==> config.mk <==
export PLATFORM = sky130hd
export DESIGN_NAME = instr_fetch
export DESIGN_NICKNAME = d
export VERILOG_FILES = /design/src/rtl/ifetch_pkg.sv /design/src/rtl/pc_register.sv /design/src/rtl/instr_fetch.sv
export SDC_FILE = /design/constraint.sdc
export NUM_CORES = 1
export LEC_CHECK = 0
export BUFFER_PORTS_ARGS = -buffer_cell sky130_fd_sc_hd__buf_2
export CORE_UTILIZATION = 37
export DETAILED_ROUTE_END_ITERATION = 12
export PLACE_DENSITY_LB_ADDON = 0.1
export SLEW_MARGIN = 20
export SYNTH_ARGS = -nofsm -noshare
export SYNTH_HDL_FRONTEND = slang
export SYNTH_SLANG_ARGS = --single-unit
==> constraint.sdc <==
create_clock -name clk -period 2.75 [get_ports clk]
set_input_delay 0.1375 -clock clk [delete_from_list [all_inputs] [get_ports clk]]
set_output_delay 0.1375 -clock clk [all_outputs]
set_load 0.05 [all_outputs]
==> src/rtl/ifetch_pkg.sv <==
// Shared types and constants for the instruction fetch stage.
// The halt state exists only when IFETCH_MISALIGN_CHECK_EN is defined.
package ifetch_pkg;

   localparam int unsigned XLEN       = 32;
   localparam int unsigned OP_LSB     = 0;
   localparam int unsigned OP_W       = 7;
   localparam int unsigned FUNCT3_LSB = 12;
   localparam int unsigned FUNCT3_W   = 3;
   localparam int unsigned FUNCT7_BIT = 30;

   localparam logic [XLEN-1:0] RESET_PC_DEFAULT  = 32'h0000_0000;
   localparam logic [XLEN-1:0] NOP_INSTR_DEFAULT = 32'h0000_0013;
   localparam logic [XLEN-1:0] ALIGN_MASK        = 32'hFFFF_FFFC;

   typedef enum logic [1:0] {
      S_IDLE  = 2'd0,
      S_FETCH = 2'd1,
`ifdef IFETCH_MISALIGN_CHECK_EN
      S_ISSUE = 2'd2,
      S_HALT  = 2'd3
`else
      S_ISSUE = 2'd2
`endif
   } state_t;

endpackage

==> src/rtl/pc_register.sv <==
// Program counter with +4 adder, target mux and word-alignment handling.
// With IFETCH_MISALIGN_CHECK_EN the raw next PC is loaded and a fault
// indication is exported; otherwise the low two bits are cleared on load.
module pc_register
   import ifetch_pkg::*;
#(
   parameter logic [XLEN-1:0] RESET_PC = RESET_PC_DEFAULT
) (
   input  logic            clk,
   input  logic            reset,
   input  logic            load,
   input  logic            pc_src,
   input  logic [XLEN-1:0] pc_target,
   output logic [XLEN-1:0] pc,
`ifdef IFETCH_MISALIGN_CHECK_EN
   output logic            next_misaligned_c,
`endif
   output logic [XLEN-1:0] pc_plus4_c
);

   logic [XLEN-1:0] pc_next_raw;
   logic [XLEN-1:0] pc_next;

   assign pc_plus4_c  = pc + XLEN'(4);
   assign pc_next_raw = pc_src ? pc_target : pc_plus4_c;

`ifdef IFETCH_MISALIGN_CHECK_EN
   assign pc_next           = pc_next_raw;
   assign next_misaligned_c = |pc_next_raw[1:0];
`else
   assign pc_next = pc_next_raw & ALIGN_MASK;
`endif

   // PC updates only on the issue-accept edge
   always_ff @(posedge clk) begin
      if (reset) begin
         pc <= RESET_PC;
      end else if (load) begin
         pc <= pc_next;
      end
   end

endmodule

==> src/rtl/instr_fetch.sv <==
// Instruction fetch stage: PC, imem request/ready handshake and the
// registered instruction with its decode fields for the control unit.
// Optional feature: IFETCH_MISALIGN_CHECK_EN (sticky misaligned fault + halt).
module instr_fetch
   import ifetch_pkg::*;
#(
   parameter logic [XLEN-1:0] RESET_PC  = RESET_PC_DEFAULT,
   parameter logic [XLEN-1:0] NOP_INSTR = NOP_INSTR_DEFAULT
) (
   input  logic                clk,
   input  logic                reset,
   input  logic                PCSrc,
   input  logic [XLEN-1:0]     PCTarget,
   input  logic                stall,
   output logic                imem_req,
   output logic [XLEN-1:0]     imem_addr,
   input  logic [XLEN-1:0]     imem_rdata,
   input  logic                imem_ready,
   output logic [XLEN-1:0]     PC,
   output logic [XLEN-1:0]     PCPlus4,
   output logic [XLEN-1:0]     Instr,
   output logic                instr_valid,
   output logic [OP_W-1:0]     op,
   output logic [FUNCT3_W-1:0] funct3,
   output logic                funct7,
   output logic                misaligned
);

   state_t state;
   logic   accept_c;
`ifdef IFETCH_MISALIGN_CHECK_EN
   logic   next_misaligned_c;
`endif

   assign accept_c  = instr_valid & ~stall;
   assign imem_addr = PC;
   assign op        = Instr[OP_LSB +: OP_W];
   assign funct3    = Instr[FUNCT3_LSB +: FUNCT3_W];
   assign funct7    = Instr[FUNCT7_BIT];

   pc_register #(
      .RESET_PC (RESET_PC)
   ) u_pc_register (
      .clk               (clk),
      .reset             (reset),
      .load              (accept_c),
      .pc_src            (PCSrc),
      .pc_target         (PCTarget),
      .pc                (PC),
`ifdef IFETCH_MISALIGN_CHECK_EN
      .next_misaligned_c (next_misaligned_c),
`endif
      .pc_plus4_c        (PCPlus4)
   );

   // Fetch/issue sequencer with registered request, valid and instruction
   always_ff @(posedge clk) begin
      if (reset) begin
         state       <= S_IDLE;
         Instr       <= NOP_INSTR;
         instr_valid <= 1'b0;
         imem_req    <= 1'b0;
      end else begin
         case (state)
            S_IDLE: begin
               state    <= S_FETCH;
               imem_req <= 1'b1;
            end
            S_FETCH: begin
               if (imem_ready) begin
                  Instr       <= imem_rdata;
                  instr_valid <= 1'b1;
                  imem_req    <= 1'b0;
                  state       <= S_ISSUE;
               end
            end
            S_ISSUE: begin
               if (!stall) begin
                  Instr       <= NOP_INSTR;
                  instr_valid <= 1'b0;
`ifdef IFETCH_MISALIGN_CHECK_EN
                  if (next_misaligned_c) begin
                     state <= S_HALT;
                  end else begin
                     state    <= S_FETCH;
                     imem_req <= 1'b1;
                  end
`else
                  state    <= S_FETCH;
                  imem_req <= 1'b1;
`endif
               end
            end
`ifdef IFETCH_MISALIGN_CHECK_EN
            S_HALT: begin
               imem_req    <= 1'b0;
               instr_valid <= 1'b0;
            end
`endif
            default: begin
               state       <= S_IDLE;
               Instr       <= NOP_INSTR;
               instr_valid <= 1'b0;
               imem_req    <= 1'b0;
            end
         endcase
      end
   end

`ifdef IFETCH_MISALIGN_CHECK_EN
   // Sticky fault on an accept that selects a non-word-aligned next PC
   always_ff @(posedge clk) begin
      if (reset) begin
         misaligned <= 1'b0;
      end else if (accept_c && next_misaligned_c) begin
         misaligned <= 1'b1;
      end
   end
`else
   assign misaligned = 1'b0;
`endif

endmodule

==> impl_results.md, run 1 <==
- Die height: 105 um
- Clock skew: 0.00900 ns
- Register area share after synthesis: 0.333
- Total grt overflow: 0
- CTS Buf Count: 9
- Synthesized area: 3910 sq um
- Logic pwr share: 0.238
- Initial antenna violation count: 1
- HP Start: imem_rdata[12]
- Clock sink count: 65
- IO Count: 211
- Status: complete, no violations
- Netlist cell types: 59
- First-pass GRT wire length: 18.7 mm
- CTS max path bufs: 2
- Pin count of the biggest net entering global routing: 52
- Pint: 1.65 mW
- Worst slew margin relative to its limit: 0.509
- Final setup viols: 0
- # DRC: 0
- Leak: 2.50 nW
- Detailed placement HPWL: 8.28 mm
- CP Class: reg2out
- Register area: 1300 sq um
- Commonest cells post-synth: dfxtp_1 (65), nor2_1 (59), buf_4 (51), nand2_1 (37), a22oi_1 (34)
- Overall power: 2.50 mW
- Max-cap viol count: 0
- Compound-cell area share of the yosys netlist: 0.189
- WP data arrival: 2.48 ns
- Core area: 10300 sq um
- Gr usage total: 0.212
- Die Area: 11000 sq um
- Switching share of power: 0.341
- Post-synth EDFFs: 0
- Post-Place Setup Slack: 0.250 ns
- Final net count: 712
- CP Capture Type: output pin
- Cells after synthesis: 486
- Worst-path clk slew: 0.07 ns
- Worst reg2reg startpoint: u_pc_register.pc[2]$_SDFFE_PP0P_
- Mux contribution to synthesized area: 0.0102
- H-tree levels: 3
- Pwr dens: 492 nW/um^2
- Async SR Flop Fraction: 0
- Period minus WS final: 2.62 ns
- GPL Wtd Cong: 0.799
- FF+latch count, synth: 65
- Initial drt markers: 166
- Layout area overhead: 30.2%
- Seq pwr share: 0.408
- Unrepaired setup endpoints after global routing: true
- CTS tree: yes
- Filler cells: 1083
- Root Buffer: clkbuf_8
- Adder-cell share of the synthesized area: 0.00320
- Hold Crit Class: in2reg
- Footprint of the multi-input gates: 2150 sq um
- Share of cells above drive strength 1: 0.423
- Yosys top cell by area: dfxtp_1
- Final worst setup slack: 0.131 ns
- First-pass iteration count of the detailed router: 4
- Final hold slack: 0.0251 ns
- Clock share of power: 0.354
- Skew-Pair Late Insertion Delay: 0.35 ns
- Starting density of the core: 0.380
- Tcrit/Tclk final: 0.952
- Warnings from Yosys: 0
- Drt total wl: 11.8 mm
- Worst setup SP type: flip-flop
- Avg Inst Size Synth: 8.04 sq um
- Count leader, synth: dfxtp_1
- Crit-path max FO: 8
- Die W: 105 um
- Final hold violation count: 0
- Main synth FF type: dfxtp_1
- Worst Setup SP: u_pc_register.pc[2]$_SDFFE_PP0P_
- Switching power: 854 uW
- Vias in the first global route: 3689
- Largest family of logic cells by synthesized area: simple AND/OR/NAND/NOR gates
- Final slew viol count: 0
- Routed len/inst: 15.1 um
- Max Fclk: 382 MHz
- WP data required: 2.61 ns
- Worst IR drop on VDD: 0.000246 V
- Actual slew at the worst max-slew pin: 0.736 ns
- Port bufs: 201
- Final ANT Viol Nets: 0
- # rows: 37
- Xor and xnor area share after synthesis: 0.0628
- Yosys top cell area share: 0.333
- Vias per cell: 5.16
- Total vias in the final route: 4042
- Synth top area cells: dfxtp_1 (33%), buf_4 (9.8%), a22oi_1 (6.5%)
- Post-Synth Simple-Gate Area: 0.242
- Setup TNS: 0 ns
-- cell usage in the layout, fill, tap and decap left out, types with 4 or more instances in the layout --
master / n
a21oi_1: 21
buf_4: 23
inv_1: 6
and3_2: 4
dfxtp_1: 63
clkbuf_8: 13
nand4_1: 8
nand3_1: 15
nor2_1: 58
or4_1: 4
conb_1: 7
xor2_1: 7
mux2i_1: 4
nor3_2: 4
o21ai_0: 13
buf_2: 200
and3_1: 11
nor3_1: 11
xnor2_1: 10
o211ai_1: 4
nor4_4: 5
nand2_1: 37
xor2_2: 7
nor4_1: 4
a31oi_1: 13
a22oi_1: 34
-- flip-flops by register name, summed over array words and instances (netlist names) --
register,cells
Instr,32
instr_valid,1
u_pc_register.pc,30
state,2
-- layout make-up --
| type | instances | share of cell area |
|---|---|---|
| multi-input combinational | 331 | 0.424 |
| timing repair buffer | 227 | 0.238 |
| clock buffer | 13 | 0.0352 |
| tap | 136 | 0.0335 |
| inverter | 8 | 0.00590 |
| clock inverter | 2 | 0.00689 |
| antenna | 1 | 0.000492 |
| sequential | 65 | 0.256 |
-- logic make-up after synthesis --
family,Yosys count
XOR/XNOR,28
flip-flops,65
multiplexers,4
other,1
adder cells (fa/ha/maj),1
buffers and inverters,96
AO/OA/AOI/OAI,110
AND/OR/NAND/NOR,181
-- final timing paths --
check                           slack (ns)                                end  cells past startpoint
worst max-delay path                  0.13                        PCPlus4[22]                     10
worst min-delay path                  0.03             Instr[12]$_SDFFE_PP0P_                      3
worst max register to register        0.48  u_pc_register.pc[24]$_SDFFE_PP0P_                      9
worst min register to register        0.51              state[1]$_SDFFE_PP0P_                      2
-- through the flow --
stage	util	cells	instance area (sq um)
3_5_place_dp	0.466	763	4790
4_1_cts	0.490	780	5030
6_report	0.495	783	5090
5_1_grt	0.495	783	5090
3_3_place_gp	0.466	763	4790
2_1_floorplan	-	492	4030
-- layer usage --
layer / share of wire / routed length (um) / GRT usage / up-vias
met5: 0 / 0 / 0 / -
met4: 0.017 / 200 / 0.0744 / 0
met2: 0.46 / 5410 / 0.335 / 177
met1: 0.44 / 5250 / 0.278 / 1883
met3: 0.082 / 966 / 0.0580 / 14
li1: - / - / - / 1968
-- power groups by stage --
| stage | Combinational (mW) | Clock (mW) | Sequential (mW) |
|---|---|---|---|
| finish | 0.596 | 0.886 | 1.02 |
| global placement | 0.591 | 0 | 1.04 |
| detailed placement | 0.594 | 0 | 1.04 |
| floorplan | 0.341 | 0 | 1.17 |
| global route | 0.632 | 0.954 | 1.03 |
| CTS | 0.597 | 0.902 | 1.02 |
-- worst max-delay path: stages (launching register included) --
cell and delay, ns:
dfxtp_1 0.34, buf_4 0.16, ha_1 0.25, nand3_1 0.22, nor2_1 0.15, buf_4 0.16
nand2_1 0.08, buf_4 0.18, nor2_1 0.12, xnor2_1 0.17, buf_2 0.31
-- timing repair --
item | 4_1_cts | 5_1_grt
pin swaps | 0 | 2
endpoints found under the hold margin | 2 | 1
gates resized for setup | 2 | 7
hold buffers | 2 | 1
endpoints found under the setup margin | 8 | 7
buffers inserted | 0 | 1
gates cloned | 0 | 0
Note: power is estimated with default switching activity, not from simulation.
==> run 2: changes to the inputs <==
--- a/config.mk
+++ b/config.mk
@@ -6,6 +6,7 @@
 export NUM_CORES = 1
 export LEC_CHECK = 0
 export BUFFER_PORTS_ARGS = -buffer_cell sky130_fd_sc_hd__buf_2
+export CORE_ASPECT_RATIO = 1.2
 export CORE_UTILIZATION = 37
 export DETAILED_ROUTE_END_ITERATION = 12
 export PLACE_DENSITY_LB_ADDON = 0.1
==> run 2 against run 1 <==
Net effect: power rose by 7.1%; largest cell class unchanged; sequential share of layout area increased by 0.19 points; via count down 1.0%; clock power increased by 21%; wire length down 2.0%; clock skew shrank 0.0037 ns; register-to-register slack lost 0.03 ns.
==> impl_results.md, run 2 (synthesized netlist as in run 1, its figures left out) <==
- Crit path depth: 6
- Register area: 1310 sq um
- Worst-path clk slew: 0.06 ns
- Final net count: 704
- Antenna Cells: 0
- Setup TNS: 0 ns
- Drt total wl: 11.6 mm
- # DRC: 0
- Actual slew at the worst max-slew pin: 0.834 ns
- CP top delay family: simple AND/OR/NAND/NOR gates
- Root Buffer: clkbuf_16
- Hold Crit Class: in2reg
- Most frequent cells in the layout: buf_2 (199), dfxtp_1 (60), nor2_1 (58)
- Met1 usage: 0.270
- Clock skew: 0.00533 ns
- Clock sink count: 65
- Largest regs: Instr (32), u_pc_register.pc (30), state (2)
- Max incr delay on CP: 0.53 ns
- Share of cells above drive strength 1: 0.423
- Pwr dens: 529 nW/um^2
- Layout area overhead: 29.6%
- WP data required: 2.61 ns
- Met2 Usage GRT: 0.356
- Largest Register: Instr
- CP Class: reg2out
- # rows: 40
- Vias per cell: 5.23
- Vias in the first global route: 3608
- CTS Buf Count: 9
- Detailed placement HPWL: 8.33 mm
- Port bufs: 201
- Fin util: 0.498
- Gr usage total: 0.211
- Skew-Pair Late Insertion Delay: 0.33 ns
- Max reg flops: 32
- Most common cell on crit path: buf_4
- WHS Path Cells: 3
- Footprint of the multi-input gates: 2140 sq um
- CTS tree: yes
- Final setup viols: 0
- Pin count of the biggest net entering global routing: 49
- Total grt overflow: 0
- WP data arrival: 2.46 ns
- Routed len/inst: 15.1 um
- Final ANT Viol Nets: 0
- CP Cell Sequence: nand4_1 -> or4_1 -> buf_4 -> nor4_4 -> xor2_4 -> buf_4
- Crit path buffers/inverters: 2
- H-tree levels: 3
- Max Fclk: 385 MHz
- Die height: 115 um
- CP Capture Type: output pin
- First-pass iteration count of the detailed router: 4
- IO Count: 211
- Status: complete, no violations
- Commonest non-fill, non-tap cell in the layout: buf_2
- Max-cap viol count: 0
- CTS max path bufs: 2
- Core area: 10200 sq um
- Total vias in the final route: 4000
- Starting density of the core: 0.384
- Grt met3 use: 0.0392
- Reg2Reg Depth: 7
- Worst IR drop on VDD: 0.000324 V
- Worst setup SP type: flip-flop
- Final slew viol count: 0
- Hold buffers post-CTS: 0
- Filler cells: 1016
- Leak: 2.49 nW
- Overall power: 2.68 mW
- Final hold violation count: 0
- Worst path slowest cell: or4_1
- Die Area: 11000 sq um
- Crit-path max FO: 14
- Tcrit/Tclk final: 0.943
- Die W: 95.8 um
- Initial antenna violation count: 1
- Area after DPL: 4740 sq um
- Period minus WS final: 2.59 ns
- Post-route cell area: 5060 sq um
- Worst slew margin relative to its limit: 0.444
- Unrepaired setup endpoints after global routing: true
- GRT busiest layer: met2
- Initial drt markers: 180
- First-pass GRT wire length: 18.1 mm
- Final hold slack: 0.0230 ns
- GPL Wtd Cong: 0.783
## run 2: cell types whose count changed in the layout (fill, tap and decap cells not counted), sizes merged
cell         delta
buf             -5
bufinv          -1
clkbuf          -4
clkinv          +2
clkinvlp        +2
diode           -1
dlygate4sd3     -3
inv             +2
## run 2: worst min-delay path, cell delays in order
cell	delay, ns
buf_2	0.07
o22ai_1	0.05
nand2_1	0.05
## run 2: metal layers
layer	part of all wire	vias to the layer above
li1	-	1970
met1	0.43	1869
met2	0.49	150
met3	0.061	11
met4	0.010	0
met5	0	-
## run 2: stage by stage
step,worst slack [ns],cells
detailed placement,0.328,748
CTS,0.0176,765
finish,0.156,765
global route,-0.00534,765
global placement,0.340,748
floorplan,-0.0798,492
## run 2: final cells by class
| class | count | share of cell area |
|---|---|---|
| flip-flops and latches | 65 | 0.258 |
| clock inverters | 7 | 0.0109 |
| well taps | 126 | 0.0311 |
| repair buffers | 219 | 0.226 |
| multi-input cells | 331 | 0.423 |
| clock buffers | 9 | 0.0445 |
| inverters | 8 | 0.00593 |
## run 2: repair_timing
item | CTS | global route
gates resized for setup | 3 | 8
setup buffers | 1 | 0
cloned | 0 | 0
pin swaps | 1 | 0
endpoints found under the setup margin | 2 | 11
## run 2: worst paths after layout
kind,start,end,slack [ns]
min reg2reg,state[1]$_SDFFE_PP0P_,state[1]$_SDFFE_PP0P_,0.51
max reg2reg,u_pc_register.pc[3]$_SDFFE_PP0P_,u_pc_register.pc[29]$_SDFFE_PP0P_,0.45
min,imem_rdata[1],Instr[1]$_SDFFE_PP1P_,0.02
max,u_pc_register.pc[3]$_SDFFE_PP0P_,PCPlus4[29],0.16
## run 2: where the power goes
group / total [mW] / leakage (nW) / internal, mW / switching, mW
sequential: 1.02 / 0.531 / 0.982 / 0.0416
combinational: 0.585 / 1.82 / 0.149 / 0.436
clock: 1.07 / 0.132 / 0.617 / 0.454
total: 2.68 / 2.49 / 1.75 / 0.932
